**src/rtl/countdown_pkg.sv**
```systemverilog
// Shared definitions for the countdown timer: FSM encoding, BCD limits,
// board-rate defaults and small digit helpers.
package countdown_pkg;

    typedef enum logic [1:0] {
        IDLE  = 2'd0,
        RUN   = 2'd1,
        PAUSE = 2'd2,
        DONE  = 2'd3
    } state_t;

    localparam logic [3:0] DIGIT_MAX    = 4'd9;
    localparam logic [3:0] SEC_HIGH_MAX = 4'd5;

    // 50 MHz board clock: 10 ms tick and 20 ms debounce window
    localparam int DEFAULT_TICK_DIV        = 500000;
    localparam int DEFAULT_DEBOUNCE_CYCLES = 1000000;

    // Saturate a preset digit coming from the switches to its legal maximum
    function automatic logic [3:0] clamp_digit(input logic [3:0] d, input logic [3:0] lim);
        return (d > lim) ? lim : d;
    endfunction

    // Largest legal value of digit position i (0 = csec_low .. 5 = min_high)
    function automatic logic [3:0] digit_wrap(input int i);
        return (i == 3) ? SEC_HIGH_MAX : DIGIT_MAX;
    endfunction

endpackage

```
**src/rtl/countdown_timer_key_debounce.sv**
```systemverilog
// Raw active-low key to single-cycle press pulse: two-flop synchronizer,
// then a stable-level counter that fires once per press and re-arms only
// after the key has been released for the same stable window.
module key_debounce
    import countdown_pkg::*;
#(
    parameter int DEBOUNCE_CYCLES = DEFAULT_DEBOUNCE_CYCLES
) (
    input  logic clk,
    input  logic rst_n,
    input  logic key_raw,
    output logic press
);

    localparam int            CW   = $clog2(DEBOUNCE_CYCLES + 1);
    localparam logic [CW-1:0] LAST = CW'(DEBOUNCE_CYCLES - 1);

    logic          sync1;
    logic          sync2;
    logic          armed;
    logic [CW-1:0] stable_cnt;

    // Bring the asynchronous key into the clock domain; idle level is high
    always_ff @(posedge clk or negedge rst_n) begin
        if (!rst_n) begin
            sync1 <= 1'b1;
            sync2 <= 1'b1;
        end else begin
            sync1 <= key_raw;
            sync2 <= sync1;
        end
    end

    // Armed waits for a stable low (press), disarmed waits for a stable high (release)
    always_ff @(posedge clk or negedge rst_n) begin
        if (!rst_n) begin
            armed      <= 1'b1;
            stable_cnt <= '0;
            press      <= 1'b0;
        end else begin
            press <= 1'b0;
            if (sync2 != armed) begin
                if (stable_cnt == LAST) begin
                    stable_cnt <= '0;
                    armed      <= ~armed;
                    press      <= armed;
                end else begin
                    stable_cnt <= stable_cnt + CW'(1);
                end
            end else begin
                stable_cnt <= '0;
            end
        end
    end

endmodule

```
**src/rtl/countdown_timer.sv**
```systemverilog
// MM:SS.cc countdown timer: loads a clamped BCD preset, counts down once
// per tick with a cascaded BCD borrow, and raises alarm on reaching zero.
module countdown_timer
    import countdown_pkg::*;
#(
    parameter int TICK_DIV        = DEFAULT_TICK_DIV,
    parameter int DEBOUNCE_CYCLES = DEFAULT_DEBOUNCE_CYCLES
) (
    input  logic       clk,
    input  logic       key_reset,
    input  logic       key_start_pause,
    input  logic       key_load,
    input  logic [3:0] preset_min_high,
    input  logic [3:0] preset_min_low,
    input  logic [3:0] preset_sec_high,
    input  logic [3:0] preset_sec_low,
    output logic [3:0] min_high,
    output logic [3:0] min_low,
    output logic [3:0] sec_high,
    output logic [3:0] sec_low,
    output logic [3:0] csec_high,
    output logic [3:0] csec_low,
    output logic       running,
    output logic       alarm
);

    localparam int            TW        = (TICK_DIV > 1) ? $clog2(TICK_DIV) : 1;
    localparam logic [TW-1:0] TICK_LAST = TW'(TICK_DIV - 1);

    state_t          state;
    state_t          state_next;
    logic            start_press;
    logic            load_press;
    logic            load_now;
    logic            tick;
    logic            borrow;
    logic            is_zero;
    logic            dec_zero;
    logic [TW-1:0]   tick_cnt;
    logic [5:0][3:0] digits;
    logic [5:0][3:0] dec_digits;
    logic [5:0][3:0] preset_digits;

    key_debounce #(.DEBOUNCE_CYCLES(DEBOUNCE_CYCLES)) u_start_db (
        .clk     (clk),
        .rst_n   (key_reset),
        .key_raw (key_start_pause),
        .press   (start_press)
    );

    key_debounce #(.DEBOUNCE_CYCLES(DEBOUNCE_CYCLES)) u_load_db (
        .clk     (clk),
        .rst_n   (key_reset),
        .key_raw (key_load),
        .press   (load_press)
    );

    assign tick          = (state == RUN) && (tick_cnt == TICK_LAST);
    assign is_zero       = (digits == '0);
    assign dec_zero      = (dec_digits == '0);
    assign preset_digits = {clamp_digit(preset_min_high, DIGIT_MAX),
                            clamp_digit(preset_min_low,  DIGIT_MAX),
                            clamp_digit(preset_sec_high, SEC_HIGH_MAX),
                            clamp_digit(preset_sec_low,  DIGIT_MAX),
                            8'h00};

    // Value minus one centisecond, borrowing up the chain from csec_low
    always_comb begin
        dec_digits = digits;
        borrow     = 1'b1;
        for (int i = 0; i < 6; i++) begin
            if (borrow) begin
                if (digits[i] == 4'd0) begin
                    dec_digits[i] = digit_wrap(i);
                end else begin
                    dec_digits[i] = digits[i] - 4'd1;
                    borrow        = 1'b0;
                end
            end
        end
    end

    // Next state; load beats start everywhere except RUN, where load is ignored
    always_comb begin
        state_next = state;
        load_now   = 1'b0;
        case (state)
            IDLE: begin
                if (load_press)                    load_now   = 1'b1;
                else if (start_press && !is_zero)  state_next = RUN;
            end
            RUN: begin
                if (tick && dec_zero)              state_next = DONE;
                else if (start_press)              state_next = PAUSE;
            end
            PAUSE: begin
                if (load_press)                    load_now   = 1'b1;
                else if (start_press)              state_next = RUN;
            end
            DONE: begin
                if (load_press)                    load_now   = 1'b1;
            end
            default: state_next = IDLE;
        endcase
        if (load_now) state_next = IDLE;
    end

    // State register with status lines decoded from the next state
    always_ff @(posedge clk or negedge key_reset) begin
        if (!key_reset) begin
            state   <= IDLE;
            running <= 1'b0;
            alarm   <= 1'b0;
        end else begin
            state   <= state_next;
            running <= (state_next == RUN);
            alarm   <= (state_next == DONE);
        end
    end

    // Tick divider advances only while running and holds otherwise
    always_ff @(posedge clk or negedge key_reset) begin
        if (!key_reset) begin
            tick_cnt <= '0;
        end else if (load_now) begin
            tick_cnt <= '0;
        end else if (state == RUN) begin
            tick_cnt <= tick ? '0 : tick_cnt + TW'(1);
        end
    end

    // Digit register: preset on load, decrement on tick, never below zero
    always_ff @(posedge clk or negedge key_reset) begin
        if (!key_reset) begin
            digits <= '0;
        end else if (load_now) begin
            digits <= preset_digits;
        end else if (tick && !is_zero) begin
            digits <= dec_digits;
        end
    end

    assign min_high  = digits[5];
    assign min_low   = digits[4];
    assign sec_high  = digits[3];
    assign sec_low   = digits[2];
    assign csec_high = digits[1];
    assign csec_low  = digits[0];

endmodule

```
**config.mk**
```make
export PLATFORM = sky130hd
export DESIGN_NAME = countdown_timer
export DESIGN_NICKNAME = d
export VERILOG_FILES = /design/src/rtl/countdown_pkg.sv /design/src/rtl/countdown_timer_key_debounce.sv /design/src/rtl/countdown_timer.sv
export SDC_FILE = /design/constraint.sdc
export NUM_CORES = 1
export LEC_CHECK = 0
export BUFFER_PORTS_ARGS = -buffer_cell sky130_fd_sc_hd__buf_2
export CAP_MARGIN = 15
export CORE_MARGIN = 2
export CORE_UTILIZATION = 59
export CTS_BUF_LIST = sky130_fd_sc_hd__clkbuf_4 sky130_fd_sc_hd__clkbuf_8 sky130_fd_sc_hd__clkbuf_16
export DETAILED_ROUTE_END_ITERATION = 8
export PLACE_DENSITY = 0.77
export SKIP_LAST_GASP = 1
export SYNTH_ARGS = -nofsm -noshare
export SYNTH_HDL_FRONTEND = slang
export SYNTH_SLANG_ARGS = --single-unit
```
**constraint.sdc**
```tcl
create_clock -name clk -period 3.03 [get_ports clk]
set_input_delay 0.606 -clock clk [delete_from_list [all_inputs] [get_ports clk]]
set_output_delay 0.606 -clock clk [all_outputs]
set_load 0.01 [all_outputs]
```
; After elaboration in Yosys (flattened, before gate mapping)
; Cells that the tools add are included.
[op_classes]
bitwise_logic = 2
n_eq_ne = 10
n_mux = 47
n_lt_le_gt_ge = 4
n_addsub = 9
reduce_logical = 19
[ops]
columns = cell, count
row1 = two-way mux 20 bit, 4
row2 = two-way mux 4 bit, 15
row3 = two-way mux 19 bit, 3
row4 = logical NOT 24 bit, 2
row5 = two-way mux 24 bit, 2
row6 = adder 20 x 1 -> 20 bit (second input constant), 2
row7 = equality test 20 bit (second input constant), 2
row8 = logical NOT 4 bit, 6
row9 = subtractor 4 x 1 -> 4 bit (second input constant), 6
row10 = adder 19 x 1 -> 19 bit (second input constant), 1
row11 = equality test 19 bit (second input constant), 1
row12 = two-way mux 1 bit, 15
row13 = two-way mux 2 bit, 7
row14 = > comparator 4 bit (second input constant), 3
row15 = equality test 2 bit (second input constant), 3
row16 = case mux 2 bit (3 select lines), 1
row17 = equality test 2 x 1 -> 1 bit (second input constant), 2
row18 = > comparator 4 x 3 -> 1 bit (second input constant), 1
row19 = logical AND 1 bit, 4
row20 = AND reduction 2 bit, 2
row21 = nonzero test 2 bit, 2
row22 = OR reduction 3 bit, 1
row23 = logical NOT 2 bit, 1
row24 = inequality test 1 bit, 2
row25 = other kinds (2), 3
[totals]
ff_bits = 95
input_bits = 20
output_inout_bits = 26

; Logic depth before layout (Yosys ltp)
; Gate-level depths: netlist (run 1).
[logic_depth]
word_depth = 13
ltp_mapped = 9
depth_no_buf = 7

; Modules after synthesis
; Synthesis (run 1) repeated with hierarchy kept, for this count alone.
[unflattened]
cells_unflattened = 526
area_unflattened_um2 = 5092.4
[by_module_without_submodules]
columns = mod, n_inst, area_each_um2, cells_each
row1 = countdown_timer, 1, 2715.1, 312
row2 = key_debounce, 2, 1188.6, 107

; Worst setup path after synthesis (run 1)
; Ideal clock, no wire load.
[synth_timing]
path_type = reg2reg
from = register digits (netlist bit min_low[0])
to = register digits (netlist bit sec_low[0])
slack_ns = 0.324
period_less_slack_ns = 2.706
arrival_time_ns = 2.569
setup_time_ns = 0.137
stages_incl_launch_ff = 9
required_time_ns = 2.893
path_cell_list = dfrtp_1 or4_4 or4b_4 or4_1 buf_2 buf_6 nand4b_2 xor2_1 a21oi_1
[synth_via]
elab_chain_cells = 4
[synth_rtl]
columns = item, line_no
row1 = from (decl), countdown_timer.sv:40  ; logic [5:0][3:0] digits;
row2 = from (signal assigned), countdown_timer.sv:137  ; digits <= preset_digits;
row3 = from (signal assigned), countdown_timer.sv:139  ; digits <= dec_digits;
row4 = logical NOT 24 bit, countdown_timer.sv:59  ; assign is_zero = (digits == '0);
row5 = logical NOT 1 bit, countdown_timer.sv:138  ; end else if (tick && !is_zero) begin
row6 = logical AND 1 bit, countdown_timer.sv:138
row7 = nonzero test 2 bit (no line), -
; Every way passes these cells.
; A chain may end at the register's enable or synchronous reset.

; Final worst setup path (run 1)
[layout_timing]
from = register digits (netlist bit min_low[0])
to = register digits (netlist bit sec_low[2])
; The elaborated chain is that of the path after synthesis.

==> results of run 1 <==
## layout make-up
type | count | area (µm²) | share of cell area [%]
Clock inverter | 5 | 82.6 | 1.49
Inverter | 9 | 33.8 | 0.611
Timing Repair Buffer | 56 | 323 | 5.84
Clock buffer | 11 | 139 | 2.51
Multi-Input combinational cell | 406 | 2430 | 44.0
Tap cell | 105 | 131 | 2.38
Sequential cell | 95 | 2380 | 43.1
## stage by stage
stage | worst slack, ns | util [%] | cells | instance area, µm²
after floorplan | 0.324 | - | 528 | 4930
after global placement | 0.340 | 64.9 | 671 | 5310
after detailed placement | 0.271 | 64.9 | 671 | 5310
after CTS | 0.247 | 67.6 | 687 | 5530
after global routing | 0.140 | 67.6 | 687 | 5530
final | 0.229 | 67.6 | 687 | 5530
## logic make-up after synthesis
group	Yosys count	synth area share, %
AO/OA/AOI/OAI	78	9.08
XOR/XNOR	53	9.41
adder cells (fa/ha/maj)	3	0.761
buffers and inverters	27	2.41
flip-flops	95	48.4
multiplexers	7	1.47
AND/OR/NAND/NOR	265	28.5
## path summary, 6_finish.rpt
| path | startpoint | to | slack [ns] |
|---|---|---|---|
| worst max-delay path | min_low[0]$_DFFE_PN0P_ | sec_low[2]$_DFFE_PN0P_ | 0.23 |
| worst min-delay path | key_reset | tick_cnt[16]$_DFFE_PN0P_ | 0.13 |
| worst max register to register | min_low[0]$_DFFE_PN0P_ | sec_low[2]$_DFFE_PN0P_ | 0.23 |
| worst min register to register | u_load_db.sync1$_DFF_PN1_ | u_load_db.sync2$_DFF_PN1_ | 0.36 |
| max in group asynchronous | key_reset | u_load_db.sync1$_DFF_PN1_ | 2.18 |
| min in group clk | key_load | u_load_db.sync1$_DFF_PN1_ | 0.34 |
## cells in the mapped netlist (3+ instances only)
library cell	number
dfstp_2	6
nor4b_1	7
nor4_1	14
o21ai_1	5
mux2i_1	5
o21ai_0	33
xnor2_1	19
xor2_1	34
and2_1	4
o31ai_1	6
a31oi_1	9
nor3_1	16
and4_1	5
nor3b_1	3
nand4b_1	3
nor2_1	83
nand3_2	4
nand2_1	40
nor2b_1	5
ha_1	3
and3_1	13
nand2b_1	4
dfrtp_1	89
nand3_1	26
a21oi_1	16
inv_1	9
or3_1	4
or4_1	5
nand4_1	18
clkbuf_1	14
## critical path, cell delays in order (launching register included)
cell and delay [ns]:
dfrtp_1 0.44, or4_4 0.58, or4b_4 0.53, or4_1 0.55, buf_4 0.19, nand2_2 0.17
o31ai_1 0.10, a31oi_1 0.16
## metal layers
metal	vias up	part of all wire, %
met3	17	4.6
met4	0	2.2
li1	1983	-
met5	-	0
met2	130	48
met1	2024	46
## state kept, by name, summed over array words and instances, names as in the netlist, 2 cells and up
signal / cells
csec_high: 4
csec_low: 4
min_high: 4
min_low: 4
sec_high: 4
sec_low: 4
state: 2
tick_cnt: 19
u_load_db.stable_cnt: 20
u_start_db.stable_cnt: 20
## report_power, final
part | switching [µW] | internal, µW | total [µW]
sequential | 18.8 | 1280 | 1300
clock | 450 | 486 | 935
combinational | 57.0 | 30.2 | 87.1
total | 526 | 1800 | 2320
==> summary.md, run 1 <==
| Metric | Value |
|---|---|
| Drt initial violations | `238` |
| Port bufs | `45` |
| Root Buffer | `clkbuf_8` |
| CTS resizes | `0` |
| WL/cell | `15.5 µm` |
| Cell taking the most area after synthesis | `dfrtp_1` |
| Crit. End Element | `flip-flop` |
| Final wirelength | `10.7 mm` |
| Vias in the first global route | `3815` |
| Static leakage | `0.00238 µW` |
| Sink Count | `95` |
| Most frequent cells in the layout | `dfrtp_1 (89), nor2_1 (83), buf_2 (44), nand2_1 (40), xor2_1 (34)` |
| Synth cell types | `49` |
| Core Rows | `33` |
| Drc violations | `0` |
| MaxCap Viol Count | `0` |
| Post-synthesis cell count | `528` |
| # diodes | `0` |
| Die width | `about 95 µm` |
| CTS H-Tree Depth | `3` |
| DRT Pass-1 Iters | `5` |
| Postcts setup bufs | `0` |
| Final Hold Vio Count | `0` |
| First-pass GRT wire length | `around 18 mm` |
| Die height | `95.4 µm` |
| Grt ovf | `0` |
| DIE AREA | `approximately 9100 µm²` |
| Top cells by area, synth | `dfrtp_1 (45%), nor2_1 (6.3%), xor2_1 (6.0%), xnor2_1 (3.4%), o21ai_0 (3.3%)` |
| CP Class | `reg2reg` |
| Clock Skew | `0.0121 ns` |
| Met1 Use GR | `about a third` |
| Synth Flop Type | `dfrtp_1` |
| Initial antenna violation count | `0` |
| Synthesized area | `~5000 µm²` |
| Post-Route Setup TNS | `0 ns` |
| Number of synthesized flops with an enable pin | `0` |
| Share of layout cells above drive strength 1 | `15.8%` |
| Worst-path clk slew | `0.10 ns` |
| Starting Density | `60.3%` |
| Worst-margin pin slew | `0.669 ns` |
| Hold/Removal Path Class | `in2async` |
| Outcome | `complete, no violations` |
| Hold-fix buffers at CTS | `0` |
| Clock Latency Late Sink | `approximately 0.36 ns` |
| Post-detail-place hpwl | `7.30 mm` |
| Total chip power | `2320 µW` |
| Seq/Total Area, Yosys | `48.4%` |
| Yosys warning count | `0` |
| Worst VDD drop | `about 0.38 mV` |
| Post-synth ARST share | `100%` |
| Cell Pwr Density | `~420 nW/µm²` |
| Layout area overhead | `12.1%` |
| Crit-path max FO | `11` |
| Via count | `4154` |
| Req. time, crit path | `3.32 ns` |
| Synth top area share | `between 40% and 50%` |
| I/O pin count | `46` |
| Total CTS buffers | `9` |
| Most common cell after layout, fill and taps aside | `dfrtp_1` |
| Antenna-violating nets left | `0` |
| Fin. max-slew vios | `0` |
| FMAX | `between 300 and 400 MHz` |
| Fin crit share | `92.4%` |
| Min Tclk post-route | `2.80 ns` |
| CTS tree | `yes` |
| Worst r2r path cells | `7` |
| GRT busiest layer | `met2` |
| Relative slew slack | `55.2%` |
| Vias per std cell | `between 6 and 7` |
| Setup Viol. Count Final | `0` |
| Register bit total from synthesis | `95` |
| Post-synth net total | `about 550` |
| CTS max path bufs | `2` |
| FILL cells | `655` |
| Syn Area/Cell | `9.34 µm²` |
| RSZ-0062 raised after global routing | `false` |
| Placer congestion estimate | `slightly below 0.9` |
| Largest net degree at the start of global routing | `72` |
| Worst EP arrival | `3.09 ns` |
| Global routing usage on met3 | `3.48%` |
| GR Util met2 | `40.5%` |
| Core Footprint | `approximately 8200 µm²` |
| CP Launch Type | `flip-flop` |
| WHS | `0.127 ns` |
| GR Util All Layers | `25.0%` |
| Nets | `600` |
Power figures use the tool's default switching activity.
==> run 2: changes to the inputs <==
Clock period 3.03 ns to 2.99 ns, I/O delays scaled along.
==> summary.md, run 2 (same netlist as run 1, synthesis figures left out) <==
| Metric | Value |
|---|---|
| CTS H-Tree Depth | `3` |
| CP Class | `reg2reg` |
| Cell Pwr Density | `412 nW/µm²` |
| Final wirelength | `~10 mm` |
| # diodes | `0` |
| Port bufs | `45` |
| Critical Path Most Common Cell | `or4_1` |
| First-pass GRT wire length | `17.2 mm` |
| Total CTS buffers | `9` |
| Critical path's top delay family | `simple AND/OR/NAND/NOR gates` |
| Worst-path clk slew | `approximately 0.1 ns` |
| Fin crit share | `between 90% and 100%` |
| Worst EP arrival | `about 3.0 ns` |
| Sink Count | `95` |
| MaxCap Viol Count | `0` |
| CTS tree | `yes` |
| FMAX | `356 MHz` |
| Req. time, crit path | `3.22 ns` |
| Via count | `a little over 4000` |
| Drc violations | `0` |
| Setup slack after layout | `approximately 0.18 ns` |
| Post-placement cell count | `between 600 and 700` |
| Core Rows | `33` |
| Outcome | `complete, no violations` |
| Largest net degree at the start of global routing | `72` |
| Post-detail-place hpwl | `about 7.1 mm` |
| CP Launch Type | `flip-flop` |
| FILL cells | `674` |
| Antenna-violating nets left | `0` |
| Vias in the first global route | `between 3000 and 4000` |
| Hold-fix buffers at CTS | `0` |
| Worst r2r path cells | `7` |
| Starting Density | `roughly three fifths` |
| Clock Latency Late Sink | `0.36 ns` |
| Worst-margin pin slew | `~0.88 ns` |
| DIE AREA | `9100 µm²` |
| CP Buf/Inv Count | `1` |
| Fin util | `67.1%` |
| Slowest CP cell | `or4_4` |
| Worst VDD drop | `0.218 mV` |
| Top flop regs | `u_load_db.stable_cnt: 20 flops, u_start_db.stable_cnt: 20 flops, tick_cnt: 19 flops` |
| Area of the multi-input gates | `approximately 2400 µm²` |
| CP Cell Sequence | `or4_4 -> or4b_4 -> or4_1 -> buf_4 -> nand2_2 -> or4_1 -> a31oi_1` |
| Nets | `about 600` |
| Final Hold Vio Count | `0` |
| WL/cell | `15.3 µm` |
| Crit-path max FO | `11` |
| Vias per std cell | `6.01` |
| Setup Viol. Count Final | `0` |
| Number of gates on the worst path with buffers counted | `7` |
| GR Util All Layers | `approximately a quarter` |
| CTS max path bufs | `2` |
| Most frequent cells in the layout | `dfrtp_1 (89), nor2_1 (83), buf_2 (44), nand2_1 (40), xor2_1 (34)` |
| Share of layout cells above drive strength 1 | `15.7%` |
| Min Tclk post-route | `2.81 ns` |
| Layout area overhead | `11.3%` |
| Fin cells | `686` |
| Core Footprint | `8180 µm²` |
| Initial antenna violation count | `1` |
| Clock Skew | `approximately 0.012 ns` |
| Most common cell after layout, fill and taps aside | `dfrtp_1` |
| Placer congestion estimate | `0.871` |
| Postcts setup bufs | `0` |
| I/O pin count | `46` |
| Static leakage | `0.00236 µW` |
| Grt ovf | `0` |
| FF/Latch Area | `2380 µm²` |
| Drt initial violations | `around 250` |
| Relative slew slack | `41.0%` |
| Fin. max-slew vios | `0` |
| CTS resizes | `0` |
| Die height | `95.4 µm` |
| Hold/Removal Path Class | `in2async` |
| Pre-CTS WS | `between 0.2 and 0.25 ns` |
| Root Buffer | `clkbuf_8` |
| RSZ-0062 raised after global routing | `false` |
| DRT Pass-1 Iters | `5` |
| CP max stage delay | `~0.57 ns` |
| Crit. End Element | `flip-flop` |
| Die width | `95.4 µm` |
| Post-Route Setup TNS | `0 ns` |
run 2: cell types whose count changed in the layout (fill, tap and decap cells not counted), sizes merged:
cell      previous run  this run
clkbuf              11        10
buf                 56        55
inv                  9        10
clkinvlp             0         1
bufinv               2         1
run 2: per-layer routing:
layer	share of wire, %	global-route usage (%)	routed length [µm]	vias to the layer above
li1	-	-	-	1976
met1	45	32.1	4750	1981
met2	48	39.3	4980	150
met3	5.7	3.79	594	17
met4	1.5	9.88	154	2
met5	0.067	0	7	-
run 2: worst reg2reg max path, stage by stage, from the launching register on:
cell and delay (ns):
dfrtp_1 0.45, or4_4 0.57, or4b_4 0.52, or4_1 0.54
buf_4 0.19, nand2_2 0.18, or4_1 0.15, a31oi_1 0.08
run 2: area by class of cell:
cell class	count	area share (%)
repair buffers	55	5.52
inverters	9	0.616
well taps	105	2.39
clock inverters	6	1.25
flip-flops and latches	95	43.5
clock buffers	10	2.39
multi-input cells	406	44.4
run 2: report_power, final:
group | internal (µW) | leakage, µW | switching (µW) | total [µW]
Combinational | 29.3 | 0.00102 | 57.7 | 87.0
Clock | 401 | 0.000100 | 455 | 856
Sequential | 1300 | 0.00124 | 19.3 | 1320
run 2: worst paths after layout:
| check | end | startpoint | slack (ns) |
|---|---|---|---|
| max reg2reg | sec_low[1]$_DFFE_PN0P_ | min_low[0]$_DFFE_PN0P_ | 0.18 |
| max | sec_low[1]$_DFFE_PN0P_ | min_low[0]$_DFFE_PN0P_ | 0.18 |
| min reg2reg | u_start_db.sync2$_DFF_PN1_ | u_start_db.sync1$_DFF_PN1_ | 0.36 |
| min | tick_cnt[16]$_DFFE_PN0P_ | key_reset | 0.33 |
| min in group clk | u_load_db.sync1$_DFF_PN1_ | key_load | 0.33 |
| max in group asynchronous | u_start_db.stable_cnt[1]$_DFF_PN0_ | key_reset | 1.91 |
run 2: through the flow:
step | instance area [µm²] | total power (µW) | hold slack, ns
after floorplan | 4930 | 1370 | 0.302
after global placement | 5290 | 1430 | 0.346
after detailed placement | 5290 | 1430 | 0.347
after CTS | 5490 | 2290 | 0.320
after global routing | 5490 | 2350 | 0.320
final | 5490 | 2260 | 0.331
